===== src/rtl/exc_commit_pkg.sv =====
// Shared WB/CP0 definitions for exc_commit: bus width, exception codes, CP0 addresses,
// exception vector and the WB-to-CP0 bus layout.
package exc_commit_pkg;

  localparam int unsigned WB_TO_CP0_REGISTER_BUS_WD = 110;
  localparam int unsigned EXCODE_W = 5;
  localparam int unsigned C0_ADDR_W = 5;
  localparam int unsigned XLEN = 32;

  localparam logic [EXCODE_W-1:0] EX_INT  = 5'h00;
  localparam logic [EXCODE_W-1:0] EX_ADEL = 5'h04;
  localparam logic [EXCODE_W-1:0] EX_ADES = 5'h05;
  localparam logic [EXCODE_W-1:0] EX_SYS  = 5'h08;
  localparam logic [EXCODE_W-1:0] EX_BP   = 5'h09;
  localparam logic [EXCODE_W-1:0] EX_RI   = 5'h0a;
  localparam logic [EXCODE_W-1:0] EX_OV   = 5'h0c;

  localparam logic [C0_ADDR_W-1:0] CR_BADVADDR = 5'd8;
  localparam logic [C0_ADDR_W-1:0] CR_COUNT    = 5'd9;
  localparam logic [C0_ADDR_W-1:0] CR_COMPARE  = 5'd11;
  localparam logic [C0_ADDR_W-1:0] CR_STATUS   = 5'd12;
  localparam logic [C0_ADDR_W-1:0] CR_CAUSE    = 5'd13;
  localparam logic [C0_ADDR_W-1:0] CR_EPC      = 5'd14;

  localparam logic [XLEN-1:0] EXC_VECTOR = 32'hBFC00380;

  typedef enum logic {S_RUN = 1'b0, S_FLUSH = 1'b1} state_t;

  // Fields MSB-first as seen by CP0.
  typedef struct packed {
    logic                 ex;
    logic [EXCODE_W-1:0]  excode;
    logic [XLEN-1:0]      badvaddr;
    logic                 bd;
    logic [XLEN-1:0]      pc;
    logic                 mtc0_we;
    logic [C0_ADDR_W-1:0] c0_waddr;
    logic [XLEN-1:0]      c0_wdata;
    logic                 eret_flush;
  } wb_bus_t;

  typedef struct packed {
    logic [XLEN-1:0]      pc;
    logic                 bd;
    logic                 ex;
    logic [EXCODE_W-1:0]  excode;
    logic [XLEN-1:0]      badvaddr;
    logic                 mtc0;
    logic                 eret;
    logic [C0_ADDR_W-1:0] c0_addr;
    logic [XLEN-1:0]      c0_wdata;
  } wb_reg_t;

  function automatic logic keeps_badvaddr(input logic [EXCODE_W-1:0] code);
    return (code == EX_ADEL) || (code == EX_ADES);
  endfunction

endpackage


===== src/rtl/exc_commit.sv =====
// WB-stage exception/eret commit: holds the retiring instruction, drives the CP0 bus and
// the pipeline flush/redirect. Optional interrupt sampling enabled by macro EXC_COMMIT_INT_EN.
module exc_commit
  import exc_commit_pkg::*;
(
  input  logic                                 clk,
  input  logic                                 reset,
  input  logic                                 ms_to_ws_valid,
  output logic                                 ws_allowin,
  input  logic [XLEN-1:0]                      ms_pc,
  input  logic                                 ms_bd,
  input  logic                                 ms_ex,
  input  logic [EXCODE_W-1:0]                  ms_excode,
  input  logic [XLEN-1:0]                      ms_badvaddr,
  input  logic                                 ms_mtc0,
  input  logic                                 ms_eret,
  input  logic [C0_ADDR_W-1:0]                 ms_c0_addr,
  input  logic [XLEN-1:0]                      ms_c0_wdata,
  input  logic                                 c0_status_ie,
  input  logic                                 c0_status_exl,
  input  logic [7:0]                           c0_status_im,
  input  logic [7:0]                           c0_cause_ip,
  input  logic [XLEN-1:0]                      c0_epc,
  output logic [WB_TO_CP0_REGISTER_BUS_WD-1:0] wb_to_cp0_register_bus,
  output logic                                 ws_flush,
  output logic [XLEN-1:0]                      ws_flush_pc,
  output logic                                 ws_valid
);

  state_t  state;
  state_t  state_nxt;
  wb_reg_t wb;
  logic    valid_r;
  logic    load;
  logic    int_pending;
  wb_bus_t bus;

`ifdef EXC_COMMIT_INT_EN
  assign int_pending = c0_status_ie && !c0_status_exl && |(c0_status_im & c0_cause_ip);
`else
  logic unused_int;
  assign unused_int  = ^{c0_status_ie, c0_status_exl, c0_status_im, c0_cause_ip};
  assign int_pending = 1'b0;
`endif

  always_ff @(posedge clk or posedge reset) begin
    if (reset) state <= S_RUN;
    else       state <= state_nxt;
  end

  // FLUSH lasts exactly one cycle after the flushing instruction commits.
  always_comb begin
    state_nxt = state;
    case (state)
      S_RUN:   if (ws_flush) state_nxt = S_FLUSH;
      S_FLUSH: state_nxt = S_RUN;
      default: state_nxt = S_RUN;
    endcase
  end

  always_comb begin
    ws_allowin = 1'b0;
    if (state == S_RUN) ws_allowin = 1'b1;
  end

  assign load = ms_to_ws_valid && ws_allowin;

  // An instruction loaded in the flush cycle is discarded by the FLUSH gating below.
  always_ff @(posedge clk or posedge reset) begin
    if (reset) begin
      valid_r <= 1'b0;
      wb      <= '0;
    end else begin
      valid_r <= load;
      if (load) begin
        wb.pc       <= ms_pc;
        wb.bd       <= ms_bd;
        wb.ex       <= ms_ex || int_pending;
        wb.excode   <= int_pending ? EX_INT : ms_excode;
        wb.badvaddr <= ms_badvaddr;
        wb.mtc0     <= ms_mtc0;
        wb.eret     <= ms_eret;
        wb.c0_addr  <= ms_c0_addr;
        wb.c0_wdata <= ms_c0_wdata;
      end
    end
  end

  assign ws_valid = valid_r && (state == S_RUN);

  always_comb begin
    bus            = '0;
    bus.ex         = ws_valid && wb.ex;
    bus.excode     = wb.excode;
    bus.badvaddr   = keeps_badvaddr(wb.excode) ? wb.badvaddr : '0;
    bus.bd         = wb.bd;
    bus.pc         = wb.pc;
    bus.mtc0_we    = ws_valid && wb.mtc0 && !wb.ex;
    bus.c0_waddr   = wb.c0_addr;
    bus.c0_wdata   = wb.c0_wdata;
    bus.eret_flush = ws_valid && wb.eret && !wb.ex;
  end

  assign wb_to_cp0_register_bus = bus;
  assign ws_flush               = bus.ex || bus.eret_flush;

  // Exception wins over eret when both are flagged.
  always_comb begin
    ws_flush_pc = '0;
    if (bus.ex)              ws_flush_pc = EXC_VECTOR;
    else if (bus.eret_flush) ws_flush_pc = c0_epc;
  end

endmodule


===== config.mk =====
export PLATFORM = sky130hd
export DESIGN_NAME = exc_commit
export DESIGN_NICKNAME = d
export VERILOG_FILES = /design/src/rtl/exc_commit_pkg.sv /design/src/rtl/exc_commit.sv
export SDC_FILE = /design/constraint.sdc
export NUM_CORES = 1
export LEC_CHECK = 0
export CELL_PAD_IN_SITES_DETAIL_PLACEMENT = 0
export CELL_PAD_IN_SITES_GLOBAL_PLACEMENT = 1
export CORE_ASPECT_RATIO = 1.5
export CORE_MARGIN = 2
export CORE_UTILIZATION = 30
export DETAILED_ROUTE_END_ITERATION = 8
export PLACE_DENSITY_LB_ADDON = 0.08
export SETUP_SLACK_MARGIN = 0.3
export SLEW_MARGIN = 20
export SYNTH_ARGS = -nofsm -noshare
export SYNTH_HDL_FRONTEND = slang
export SYNTH_SLANG_ARGS = --single-unit

===== constraint.sdc =====
create_clock -name clk -period 4.6 [get_ports clk]
set_input_delay 0.46 -clock clk [delete_from_list [all_inputs] [get_ports clk]]
set_output_delay 0.46 -clock clk [all_outputs]
set_load 0.01 [all_outputs]

## Word-level counts from Yosys, hierarchy flattened

Index checks and enable logic that the tools add are counted.

- Register bits after elaboration: 112
- Bits of input ports: 163

- Equality and inequality tests: 2
- Muxes and demuxes: 6
- Bitwise logic cells: 1
- Reduce and logical (&&, ||, !) cells: 10

Operators with widths:

| kind | number |
|---|---|
| 32-bit two-way mux | 3 |
| 5-bit by 3-bit == test with 1-bit output, second input constant | 2 |
| 1-bit logical AND | 7 |
| 1-bit logical OR | 2 |
| 1-bit two-way mux | 2 |
| 1-bit case mux with 2 select lines | 1 |
| 1-bit logical NOT | 1 |
| 1-bit inverter | 1 |

## Depth between registers and ports, before layout

- Word-level depth: 7
- Depth in mapped cells: 4

## Worst setup path after synthesis

Ideal clock, no wire load.

- Kind: reg2out
- From: reg wb, in the netlist wb_to_cp0_register_bus[105]
- To: out wb_to_cp0_register_bus[100]
- Arrival time: 1.136 ns
- Required time: 4.140 ns
- Path slack: 3.004 ns
- Stages on the path, launching flop included: 4
- Path buffers: 1
- Path through: dfrtp_1 -> nor4b_4 -> clkbuf_1 -> and2_1

- Word-level cells in the longest chain between the ends: 3
- Elaborated cells between the ends (all ways): 4
- Those cells by class: eq/ne (2); mux (1); reduce/logical (1)

RTL lines:

| what | RTL line | text |
|---|---|---|
| start: declaration | exc_commit.sv:32 | `wb_reg_t wb;` |
| 5-bit by 3-bit == test with 1-bit output | exc_commit_pkg.sv:55 | `return (code == EX_ADEL) \|\| (code == EX_ADES);` |
| 1-bit logical OR * | exc_commit_pkg.sv:55 |  |
| 32-bit two-way mux * | exc_commit.sv:95 | `bus.badvaddr = keeps_badvaddr(wb.excode) ? wb.badvaddr : '0;` |
| end: declaration | exc_commit.sv:24 | `output logic [WB_TO_CP0_REGISTER_BUS_WD-1:0] wb_to_cp0_register_bus,` |

Mark *: on every way between the ends. The rest lies on a longest branch, timed or not.

## Worst setup path after layout

- From: reg wb[76] (netlist bit)
- To: out ws_flush_pc[10]

- Word-level cells in the longest chain between the ends: 4
- Elaborated cells between the ends (all ways): 5
- Those cells by class: mux (2); reduce/logical (3)

RTL lines:

| what | RTL line | text |
|---|---|---|
| 1-bit logical NOT | exc_commit.sv:101 | `bus.eret_flush = ws_valid && wb.eret && !wb.ex;` |
| 1-bit logical AND | exc_commit.sv:101 |  |
| 32-bit two-way mux | exc_commit.sv:111 | `else if (bus.eret_flush) ws_flush_pc = c0_epc;` |
| 32-bit two-way mux * | exc_commit.sv:110 | `if (bus.ex) ws_flush_pc = EXC_VECTOR;` |
| end: declaration | exc_commit.sv:26 | `output logic [XLEN-1:0] ws_flush_pc,` |

Marked as above.

==> run metrics <==
Post-DP HPWL 10700 um; most frequent cells in the layout 289 x clkdlybuf4s50_1, 112 x dfrtp_1, 89 x mux2_4, 52 x and2_1, 21 x mux2_2; Final Max Tran Viols 0; CTS Sinks 112; worst path arrival time roughly 2.2 ns; leakage between 3 and 4 nW; Initial DRT Pass Iterations 4; clk_skew 0.0124 ns; Post-DRT Antenna Nets 0; PwrDens 402 mW/mm2; GP Congestion 0.684; Starting Density a little under a third; Syn Inst Count 407; clock latency on the worst-skew pair around 0.34 ns; first-pass GRT wire length 21200 um; hold path cells 1; die area 0.0201 mm2; cts bufs inserted 9; largest net degree at the start of global routing 64; Max Freq 374 MHz; Top delay family on crit path simple AND/OR/NAND/NOR gates; Setup crit start kind flip-flop; layout cell share with drive strength beyond 1 between 20% and 30%; WL/cell 16.7 um; Core ar. 0.0186 mm2; antenna diode count 0; Seq/Total Area, Yosys 49.2%; worst slew pin tran between 1 and 1.5 ns; worst vdd ir 0.180 mV; WP data required between 4 and 5 ns; RSZ-0062 raised after global routing no; relative slew slack approximately 28%; DRC violations left 0; Max-Cap Viols 0; Cell Chain, Critical Path and4bb_2 -> and2_1 -> clkdlybuf4s50_1; Tot Pwr between 3 and 4 mW; die height around 170 um; drt total wl 14500 um; Die X around 120 um; most common cell after layout, fill and taps aside clkdlybuf4s50_1; hold slack 0.505 ns; Clock Pin Slew Worst Setup and Hold Paths 0.08 ns; synthesis-to-layout area growth 48.0%; final-report hold violation count 0; Worst R2R Path Depth 3; worst stage delay on the critical path 0.58 ns; DR iter-0 viols 74; Crit. Startpoint wb[76]; Clock Tree Root clkbuf_16; CTS Buffer Depth 2; hold wc startpoint wb[44]; # H-tree levels 3; buffers added on ports 289; Mapped Avg Cell Area between 10 and 15 um2; Worst path depth 3; critical path class flip-flop to output port; worst min path class flip-flop to flip-flop; Final min period 2.67 ns; postcts setup bufs 0; reg2reg start state; Ports 308; total gr overflow 0; Nets 779; worst-path fanout max 21; setup TNS 0 ns; num rows a little over 60; Net Count, Synth 570; vias in the first global route 3774; vias per cell between 4 and 5; Worst path slowest cell and4bb_2; synth warn 0; synthesis-stage register bit count around 110; CP Buf/Inv Count 1; vias around 3600; final design instance area without fill 0.00844 mm2; final period utilization 58.1%; final setup fails 0; Cell variety after synth 20; status complete, no violations; post-CTS sizing 0; initial antenna violation count 0; post-place instance area between 0.008 and 0.009 mm2; CTS tree built; Post-Syn Area 0.00570 mm2; # hold bufs at CTS 0; fin cells 873; CP endpoint kind output port; gr usage total ~14%; dpl cells 857
## layer usage
metal / vias to the layer above / wire, um / GRT usage [%]
met2: 190 / 7290 / 24.1
li1: 1683 / - / -
met4: 0 / 399 / 5.25
met3: 19 / 1380 / 4.10
met1: 1726 / 5470 / 15.6
met5: - / 0 / 0
## synthesized netlist by cell type
cell      instances  area share [%]
mux2_4           89              23
nor4b_4           1            0.42
nor3_1            1           0.088
and2_1           52             5.7
buf_2             4            0.35
dfrtp_1         112              49
and3_1            1            0.11
clkbuf_1          5            0.33
mux2_2           21             4.1
nand2b_1          1            0.11
nor2b_2           1            0.15
inv_1             3            0.20
and4bb_2          1            0.22
clkbuf_2          2            0.18
buf_8             1            0.26
buf_4            75             9.9
buf_12            9             3.2
a21oi_1          12             1.1
nand2_1           1           0.066
nor2_1           15            0.99
## worst reg2reg max path: stages, from the launching register on
cell,delay (ns)
dfrtp_1,0.46
nor2b_4,0.14
buf_4,0.78
mux2_2,0.51
## worst paths after layout
path / slack [ns] / to
setup / recovery: 1.93 / ws_flush_pc[10]
hold / removal: 0.51 / wb[44]
setup reg to reg: 2.61 / wb_to_cp0_register_bus[28]
hold reg to reg: 0.51 / wb[44]
max in group asynchronous: 3.04 / wb[39]
min in group asynchronous: 0.61 / wb_to_cp0_register_bus[39]
## sequential cells by signal, summed over array words and instances (netlist names)
name,cells
state,1
valid_r,1
wb,35
wb_to_cp0_register_bus,75
## area by class of cell
| class | count | area (um2) |
|---|---|---|
| clock inverters | 6 | 50.0 |
| inverters | 3 | 13.8 |
| fillers | 1805 | 10200 |
| clock buffers | 10 | 239 |
| repair buffers | 294 | 2930 |
| well taps | 252 | 315 |
| multi-input cells | 196 | 2090 |
| flip-flops and latches | 112 | 2800 |
## cell families (layout without fill, tap and decap cells)
kind of cell	count (synthesis)	in the layout	synth area share, %
muxes	110	110	27.6
DFF	112	112	49.2
buffers and inverters	99	313	14.4
AOI/OAI and AO/OA	12	12	1.05
and+or+nand+nor	74	74	7.86
## power by group
part	internal (mW)	total [mW]	leakage, nW	switching (mW)
sequential	1.21	1.36	1.31	0.146
combinational	0.832	1.26	2.15	0.428
clock	0.391	0.769	0.141	0.377
## stage by stage
| step | util [%] | worst slack, ns |
|---|---|---|
| 3_3_place_gp | 43.8 | 2.16 |
| 4_1_cts | 45.3 | 1.88 |
| 6_report | 45.3 | 1.93 |
| 2_1_floorplan | - | 1.18 |
| 5_1_grt | 45.3 | 1.79 |
| 3_5_place_dp | 43.8 | 2.09 |
Note: power is estimated with default switching activity, not from simulation.
